==> src/rtl/sram_decode_sequencer_pkg.sv <==
// sram_seq_pkg: phase encoding, requester indices and default timeouts for the decode sequencer
package sram_seq_pkg;

   typedef enum logic [2:0] {
      IDLE      = 3'd0,
      UART_INIT = 3'd1,
      UART_RX   = 3'd2,
      M2_RUN    = 3'd3,
      M2_DRAIN  = 3'd4,
      M1_RUN    = 3'd5,
      M1_DRAIN  = 3'd6
   } phase_t;

   localparam logic [2:0] REQ_VGA  = 3'd0;
   localparam logic [2:0] REQ_UART = 3'd1;
   localparam logic [2:0] REQ_M2   = 3'd2;
   localparam logic [2:0] REQ_M1   = 3'd3;
   localparam logic [2:0] REQ_NONE = 3'd4;

   localparam int UART_TIMEOUT_DEF  = 50_000_000;
   localparam int STAGE_TIMEOUT_DEF = 67_108_863;
   localparam int TMR_W_DEF         = 26;

   // owner of the SRAM port in each phase; the drain phases keep the stage's grant
   function automatic logic [2:0] req_of(input phase_t p);
      case (p)
         IDLE:                return REQ_VGA;
         UART_INIT, UART_RX:  return REQ_UART;
         M2_RUN, M2_DRAIN:    return REQ_M2;
         M1_RUN, M1_DRAIN:    return REQ_M1;
         default:             return REQ_NONE;
      endcase
   endfunction

endpackage

==> src/rtl/sram_port_mux.sv <==
// sram_port_mux: combinational 4-way SRAM port select driven purely by the sequencer phase
module sram_port_mux
   import sram_seq_pkg::*;
#(
   parameter int ADDR_W = 18,
   parameter int DATA_W = 16
)(
   input  phase_t              phase,
   input  logic [ADDR_W-1:0]   vga_addr,
   input  logic [ADDR_W-1:0]   uart_addr,
   input  logic [DATA_W-1:0]   uart_wdata,
   input  logic                uart_we_n,
   input  logic [ADDR_W-1:0]   m2_addr,
   input  logic [DATA_W-1:0]   m2_wdata,
   input  logic                m2_we_n,
   input  logic [ADDR_W-1:0]   m1_addr,
   input  logic [DATA_W-1:0]   m1_wdata,
   input  logic                m1_we_n,
   output logic [ADDR_W-1:0]   sram_addr,
   output logic [DATA_W-1:0]   sram_wdata,
   output logic                sram_we_n
);

   logic [2:0] req;

   // VGA only reads; an undefined phase parks the port with writes disabled
   always_comb begin
      req        = req_of(phase);
      sram_addr  = req == REQ_UART ? uart_addr  : req == REQ_M2 ? m2_addr  : req == REQ_M1 ? m1_addr  : req == REQ_VGA ? vga_addr : '0;
      sram_wdata = req == REQ_UART ? uart_wdata : req == REQ_M2 ? m2_wdata : req == REQ_M1 ? m1_wdata : '0;
      sram_we_n  = req == REQ_UART ? uart_we_n  : req == REQ_M2 ? m2_we_n  : req == REQ_M1 ? m1_we_n  : 1'b1;
   end

endmodule

==> src/rtl/sram_decode_sequencer.sv <==
// sram_decode_sequencer: UART load -> M2 -> M1 -> VGA flow sequencer owning the SRAM port
// Optional: define STAGE_CYCLE_COUNT_EN to add m2_cycles/m1_cycles run-length outputs.
module sram_decode_sequencer
   import sram_seq_pkg::*;
#(
   parameter int ADDR_W        = 18,
   parameter int DATA_W        = 16,
   parameter int UART_TIMEOUT  = UART_TIMEOUT_DEF,
   parameter int STAGE_TIMEOUT = STAGE_TIMEOUT_DEF,
   parameter int TMR_W         = TMR_W_DEF
)(
   input  logic                CLOCK_50_I,
   input  logic                resetn,
   input  logic                uart_rx_i,
   input  logic [ADDR_W-1:0]   uart_addr,
   input  logic [DATA_W-1:0]   uart_wdata,
   input  logic                uart_we_n,
   input  logic [ADDR_W-1:0]   m2_addr,
   input  logic [DATA_W-1:0]   m2_wdata,
   input  logic                m2_we_n,
   input  logic                m2_done,
   input  logic [ADDR_W-1:0]   m1_addr,
   input  logic [DATA_W-1:0]   m1_wdata,
   input  logic                m1_we_n,
   input  logic                m1_done,
   input  logic [ADDR_W-1:0]   vga_addr,
   output logic [ADDR_W-1:0]   sram_addr,
   output logic [DATA_W-1:0]   sram_wdata,
   output logic                sram_we_n,
   output logic                uart_init,
   output logic                uart_enable,
   output logic                m2_enable,
   output logic                m1_enable,
   output logic                vga_enable,
`ifdef STAGE_CYCLE_COUNT_EN
   output logic [31:0]         m2_cycles,
   output logic [31:0]         m1_cycles,
`endif
   output logic [2:0]          phase,
   output logic                error
);

   localparam logic [TMR_W-1:0] UART_LAST = TMR_W'(UART_TIMEOUT - 1);
   localparam logic [TMR_W-1:0] STAGE_LIM = TMR_W'(STAGE_TIMEOUT);

   phase_t           st;
   logic [TMR_W-1:0] timer;

   assign phase = st;

   sram_port_mux #(.ADDR_W(ADDR_W), .DATA_W(DATA_W)) u_mux (
      .phase      (st),
      .vga_addr   (vga_addr),
      .uart_addr  (uart_addr),
      .uart_wdata (uart_wdata),
      .uart_we_n  (uart_we_n),
      .m2_addr    (m2_addr),
      .m2_wdata   (m2_wdata),
      .m2_we_n    (m2_we_n),
      .m1_addr    (m1_addr),
      .m1_wdata   (m1_wdata),
      .m1_we_n    (m1_we_n),
      .sram_addr  (sram_addr),
      .sram_wdata (sram_wdata),
      .sram_we_n  (sram_we_n)
   );

   // phase FSM with shared saturating timer; a done pulse beats the watchdog in the same cycle
   always_ff @(posedge CLOCK_50_I or negedge resetn) begin
      if (!resetn) begin
         st          <= IDLE;
         timer       <= '0;
         error       <= 1'b0;
         uart_init   <= 1'b0;
         uart_enable <= 1'b0;
         m2_enable   <= 1'b0;
         m1_enable   <= 1'b0;
         vga_enable  <= 1'b1;
      end else begin
         uart_init   <= 1'b0;
         uart_enable <= 1'b0;
         if (st != IDLE) timer <= timer == '1 ? timer : timer + 1'b1;
         case (st)
            IDLE: begin
               vga_enable <= 1'b1;
               if (!uart_rx_i) begin
                  st         <= UART_INIT;
                  timer      <= '0;
                  vga_enable <= 1'b0;
                  uart_init  <= 1'b1;
               end
            end
            UART_INIT: begin
               st          <= UART_RX;
               uart_enable <= 1'b1;
            end
            UART_RX: begin
               if (!uart_we_n) timer <= '0;
               else if (timer == UART_LAST) begin
                  st    <= M2_RUN;
                  timer <= '0;
               end
            end
            M2_RUN: begin
               if (m2_done) begin
                  st        <= M2_DRAIN;
                  m2_enable <= 1'b0;
               end else if (timer == STAGE_LIM) begin
                  st         <= IDLE;
                  error      <= 1'b1;
                  m2_enable  <= 1'b0;
                  vga_enable <= 1'b1;
               end else m2_enable <= 1'b1;
            end
            M2_DRAIN: begin
               st    <= M1_RUN;
               timer <= '0;
            end
            M1_RUN: begin
               if (m1_done) begin
                  st        <= M1_DRAIN;
                  m1_enable <= 1'b0;
               end else if (timer == STAGE_LIM) begin
                  st         <= IDLE;
                  error      <= 1'b1;
                  m1_enable  <= 1'b0;
                  vga_enable <= 1'b1;
               end else m1_enable <= 1'b1;
            end
            M1_DRAIN: begin
               st         <= IDLE;
               vga_enable <= 1'b1;
            end
            default: begin
               st         <= IDLE;
               m2_enable  <= 1'b0;
               m1_enable  <= 1'b0;
               vga_enable <= 1'b1;
            end
         endcase
      end
   end

`ifdef STAGE_CYCLE_COUNT_EN
   logic [31:0] m2_run_cnt, m1_run_cnt;

   // run counters restart outside RUN; outputs clear on the first RUN cycle and latch the inclusive length at done
   always_ff @(posedge CLOCK_50_I or negedge resetn) begin
      if (!resetn) begin
         m2_run_cnt <= '0;
         m1_run_cnt <= '0;
         m2_cycles  <= '0;
         m1_cycles  <= '0;
      end else begin
         m2_run_cnt <= st == M2_RUN ? m2_run_cnt + 32'd1 : '0;
         m1_run_cnt <= st == M1_RUN ? m1_run_cnt + 32'd1 : '0;
         m2_cycles  <= st == M2_RUN && m2_done ? m2_run_cnt + 32'd1 : st == M2_RUN && m2_run_cnt == '0 ? '0 : m2_cycles;
         m1_cycles  <= st == M1_RUN && m1_done ? m1_run_cnt + 32'd1 : st == M1_RUN && m1_run_cnt == '0 ? '0 : m1_cycles;
      end
   end
`endif

endmodule

==> config.mk <==
export PLATFORM = sky130hd
export DESIGN_NAME = sram_decode_sequencer
export DESIGN_NICKNAME = d
export VERILOG_FILES = /design/src/rtl/sram_decode_sequencer_pkg.sv /design/src/rtl/sram_port_mux.sv /design/src/rtl/sram_decode_sequencer.sv
export SDC_FILE = /design/constraint.sdc
export NUM_CORES = 1
export LEC_CHECK = 0
export CORE_MARGIN = 5
export CORE_UTILIZATION = 39
export DETAILED_ROUTE_END_ITERATION = 10
export PLACE_DENSITY = 0.83
export SLEW_MARGIN = 20
export SYNTH_ARGS = -nofsm -noshare
export SYNTH_HDL_FRONTEND = slang
export SYNTH_SLANG_ARGS = --single-unit
==> constraint.sdc <==
create_clock -name CLOCK_50_I -period 2.95 [get_ports CLOCK_50_I]
set_input_delay 0.59 -clock CLOCK_50_I [delete_from_list [all_inputs] [get_ports CLOCK_50_I]]
set_output_delay 0.59 -clock CLOCK_50_I [all_outputs]
set_load 0.01 [all_outputs]
Word level (Yosys, flattened, before mapping):

Index checks and enable logic that the tools add are counted.

* $add $sub $neg: 1
* muxes and demuxes: 41
* eq/ne operators: 16
* bitwise gates (word level): 1
* reductions and logical operators: 13

Operator list (count)
* $mux 26: 5
* $pmux 26 s3: 1
* $mux 18: 4
* $eq 26x26->1 const B: 2
* $mux 16: 3
* $add 26x1->26 const B: 1
* $mux 3: 6
* $pmux 3 s6: 1
* $mux 1: 16
* $eq 3x2->1 const B: 4
* $pmux 3 s4: 1
* $reduce_or 6->1: 2
* $ne 2x2->1 const B: 5
* $eq 3x3->1 const B: 3
* $reduce_and 3->1: 3
* $eq 3x1->1 const B: 2
* $logic_not 3->1: 2
* $pmux 1 s2: 3
* $reduce_or 2->1: 3
* $pmux 1 s4: 1
* $reduce_bool 3->1: 1
* $reduce_or 3->1: 1
* $reduce_bool 2->1: 1
* $not 1->1: 1

* word-level logic and storage cells: 80
* input bits: 128
* bits in registers: 35
* output and inout bits: 44

Depth between registers and ports, before layout:

Gate-level depths: netlist of the first run.

* word-level depth: 8
* gate-level depth with buffers: 9
* depth with buffers taken out: 7

Modules after synthesis:

From an unflattened synthesis of the first run, not the netlist that was laid out.

* cells, all modules: 414
* area total of the unflattened synthesis: 3779.9 um^2

Modules (own cells, without submodules)
* sram_decode_sequencer: seq. area each 877.1 um^2, area an instance 2063.2 um^2, cells an instance 223, times used 1
* sram_port_mux: seq. area each 0.0 um^2, area an instance 1716.6 um^2, cells an instance 191, times used 1

Worst setup path before layout of the first run:

No wires, ideal clock.

* kind: flip-flop to output port
* start: register st[1], in the netlist phase[1]
* end: output port sram_wdata[11]
* arrival time: 2.184 ns
* cell stages (with the launch flop): 10
* buffers on the path: 3
* setup slack: 0.176 ns
* required time: 2.360 ns
* cell sequence: dfrtp_1 -> inv_1 -> ha_1 -> clkbuf_1 -> nor3_1 -> a21oi_1 -> buf_2 -> buf_1 -> nand2_1 -> o21ai_0

* cells in the longest elaborated chain, start to end: 7
* elaborated cells on any way between the ends: 17
* classes of those cells: 9 x eq/ne; 4 x mux; 4 x reduce/logical

RTL lines
* start, declared: line sram_decode_sequencer.sv:46 `phase_t st;`
* start signal, assigned: line sram_decode_sequencer.sv:71 `st <= IDLE;`
* start signal, assigned: line sram_decode_sequencer.sv:87 `st <= UART_INIT;`
* start signal, assigned: line sram_decode_sequencer.sv:94 `st <= UART_RX;`
* $eq 3x3->1 (tied with other cells): line sram_decode_sequencer_pkg.sv:26 `case (p)`
* $reduce_or 2->1: line sram_decode_sequencer_pkg.sv:26
* $pmux 3 s4 *: line sram_decode_sequencer_pkg.sv:26
* $eq 3x2->1: line sram_port_mux.sv:30 `sram_wdata = req == REQ_UART ? uart_wdata : req == REQ_M2 ? m2_wdata : req == REQ_M1 ? m1_wdata : '0;`
* $mux 16 (2 in a row): line sram_port_mux.sv:30
* $mux 16 *: line sram_port_mux.sv:30
* end, declared: line sram_decode_sequencer.sv:28 `output logic [DATA_W-1:0] sram_wdata,`

Every way passes the cells marked *; elsewhere a longest branch is shown, timed or not.

Final worst setup path of the first run:

* start: register st[1], in the netlist phase[1]
* end: output port sram_addr[12]

* cells in the longest elaborated chain, start to end: 8
* elaborated cells on any way between the ends: 19
* classes of those cells: 9 x eq/ne; 5 x mux; 5 x reduce/logical

RTL lines
* $eq 3x3->1 (tied with other cells): line sram_decode_sequencer_pkg.sv:26
* $reduce_or 2->1: line sram_decode_sequencer_pkg.sv:26
* $pmux 3 s4 *: line sram_decode_sequencer_pkg.sv:26
* $logic_not 3->1: line sram_port_mux.sv:29 `sram_addr = req == REQ_UART ? uart_addr : req == REQ_M2 ? m2_addr : req == REQ_M1 ? m1_addr : req == REQ_VGA ? ...`
* $mux 18 (3 in a row): line sram_port_mux.sv:29
* $mux 18 *: line sram_port_mux.sv:29
* end, declared: line sram_decode_sequencer.sv:27 `output logic [ADDR_W-1:0] sram_addr,`

Marked as above.

==> impl_metrics.tcl, run 1 <==
set metrics [dict create \
    multi_input_area_mm2 0.001974 \
    endpoint_kind "output pin" \
    holdBufCountCts 0 \
    synth_area_mm2 0.002939 \
    placed_area_mm2 0.004820 \
    h-tree-depth 2 \
    holdPathStages 2 \
    synth_area_per_cell_um2 7.694 \
    worstSetupStartpointType "register" \
    synthTopCellsByArea "dfrtp_1 29%, a21oi_1 6.5%, nand2_1 6.1%, a221oi_1 5.7%, a22oi_1 4.9%" \
    synth_top_area_share 0.2895 \
    wl_mm 13.36 \
    setup_viol_count_final 0 \
    yosys.cell_types.count 46 \
    ys.warnings.count 0 \
    cellLeakagePower_nw 2.051 \
    drv_cap 0 \
    internal_power_mw 2.777 \
    clockRootBuffer "clkbuf_8" \
    syn-num-nets 516 \
    postLayoutCoreUtil 0.6980 \
    viasPerCell 5.930 \
    switching_share 0.4723 \
    tightest_slew_ns 0.5252 \
    wire_per_inst_um 20.34 \
    cts_buffer_depth 2 \
    slew_headroom 0.6408 \
    antenna_found_initial 3 \
    fin_crit_sh 0.9827 \
    hpwlAfterDp_mm 10.11 \
    grt_pass1_wl_mm 20.10 \
    coreArea_mm2 0.007292 \
    ir_worst_vdd_mv 0.8741 \
    fmaxAchievable_mhz 345.0 \
    via_count 3896 \
    synth.yosys.seq_area_share 0.2984 \
    grt_max_degree 36 \
    globalRouteTotalUtil 0.2633 \
    fp.dieArea_mm2 0.009372 \
    clkTransAtPathRegs_ns 0.07 \
    seqPwrFrac 0.111 \
    synth_fa_ha_area_frac 0.02554 \
    first_global_vias 3828 \
    ant_nets 0 \
    whs_ns 0.4632 \
    critPathMaxFanout 10 \
    path_class "register to output pin" \
    dr.first_iter.drc_count 278 \
    combPwrFrac 0.814 \
    regArea_um2 878.3 \
    hp-class "register to register" \
    finalInstanceArea_mm2 0.005090 \
    nets 691 \
    netlist_instances 382 \
    port_buffers 171 \
    synth_compound_area_frac 0.3223 \
    hold_viol_final 0 \
    synth_edf_count 0 \
    ff2ff_path_depth 7 \
    ys_ff_latch 35 \
    die_h_um 96.81 \
    nFillCells 602 \
    gp_congestion 0.8882 \
    outcome "completed" \
    syn2layout_area_growth_pct 73.18 \
    mostFrequentLayoutCell "clkdlybuf4s50_1" \
    critical_path_arrival_ns 2.31 \
    drc 0 \
    yosys.area.top_type "dfrtp_1" \
    fin_crit_ns 2.899 \
    cp.required_ns 2.36 \
    cts_buffers 5 \
    setup_ws_ns 0.05111 \
    initial_utilization 0.4031 \
    dpl.cell_count 635 \
    io_pins 172 \
    yosys.area_share.simple 0.2444 \
    drive_gt1_frac 0.1541 \
    slew_violations 0 \
    final_cell_mix "136 x clkdlybuf4s50_1, 48 x nand2_1, 37 x a21oi_1" \
    synth.area.mux_share 0.003406 \
    die_w_um 96.81 \
    diodes 0 \
    rsz0062_at_grt "true" \
    fin_cells 657 \
    power.density_mw_per_mm2 1034 \
    row_count 31 \
    clock_skew_ns 0.007868 \
    place_ws_ns 0.01434 \
    switching_power_mw 2.485 \
    first_pass_iters 5 \
    total_power_mw 5.262 \
    power_frac_clock 0.074 \
    cts_tree "built" \
    synth_ff_type "dfrtp_1" \
    grt_overflow 0 \
    synth_xor_area_frac 0.04470 \
    postSynth.asyncResetShare 1.000 \
    synth_top_family_by_area "compound AO/OA/AOI/OAI gates" \
    fin_setup_tns_ns 0 \
    clkLatencyLatePin_ns 0.29 \
    clock_sinks 35 \
]
## power groups by stage
stage	Combinational (mW)	Clock [mW]	Sequential (mW)
finish	4.28	0.392	0.586
global route	4.60	0.411	0.591
CTS	4.01	0.395	0.582
detailed placement	4.00	0	0.595
global placement	3.94	0	0.592
floorplan	2.05	0	0.602
## timing repair
item,in CTS,in global routing
gates cloned,2,3
resized for setup,30,89
setup endpoints to repair,35,33
setup buffers,3,6
pin swaps,1,1
## cell usage after synthesis, drive strengths merged (6+ instances only)
cell type   n
nor2       27
a22o       16
nor3        7
o21ai      24
xnor2      15
nand4      13
dfrtp      34
buf        14
nor4        8
nand3      10
a21oi      38
ha          6
a221oi     19
inv         7
a22oi      19
nand2      48
clkbuf     22
## layout make-up
type / count / area share
clock buffer: 8 / 0.01967
inverter: 7 / 0.005162
multi-input combinational: 304 / 0.3879
tap: 99 / 0.02434
sequential: 35 / 0.1726
timing repair buffer: 204 / 0.3904
## per-layer routing
layer	vias up	part of all wire	wire, um	track usage
met1	1841	0.36	4828	0.2962
met2	203	0.51	6864	0.4687
li1	1805	-	-	-
met4	6	0.029	384	0.08855
met3	41	0.093	1245	0.08201
met5	-	0.0029	39	0
## worst max-delay path, cell delays in order (launching register included)
cell and delay, ns:
dfrtp_2 0.44, inv_1 0.08, ha_2 0.18, nor3_1 0.05
buf_4 0.15, nor3_4 0.31, buf_4 0.19, clkbuf_16 0.15
a22oi_1 0.09, a21oi_1 0.20, clkbuf_2 0.18
## sequential cells by signal, summed over array words and instances (netlist names)
| signal | count |
|---|---|
| timer | 26 |
| vga_enable | 1 |
| uart_enable | 1 |
| m2_enable | 1 |
| error | 1 |
| phase | 3 |
| m1_enable | 1 |
| uart_init | 1 |
## path summary, 6_finish.rpt
check                            from             to  slack (ns)
max                          phase[1]  sram_addr[12]        0.05
min                        vga_enable     vga_enable        0.46
max reg2reg                  timer[0]      timer[24]        0.50
min reg2reg                vga_enable     vga_enable        0.46
max in group asynchronous      resetn       phase[1]        1.89
min in group asynchronous      resetn      timer[22]        0.71
## cell families after synthesis
logic type,after synthesis
AO/OA/AOI/OAI,139
XOR/XNOR,15
adder cells (fa/ha/maj),6
buffers and inverters,43
flip-flops,35
multiplexers,1
AND/OR/NAND/NOR,143
Power figures use the tool's default switching activity.
==> inputs of run 2 (changes only) <==
ABC_CLOCK_PERIOD_IN_PS = 2950   (was unset)
CTS_CLUSTER_SIZE = 28   (was unset)
==> results of run 2 <==
Final layout, timing and power as in run 1 (identical DEF).
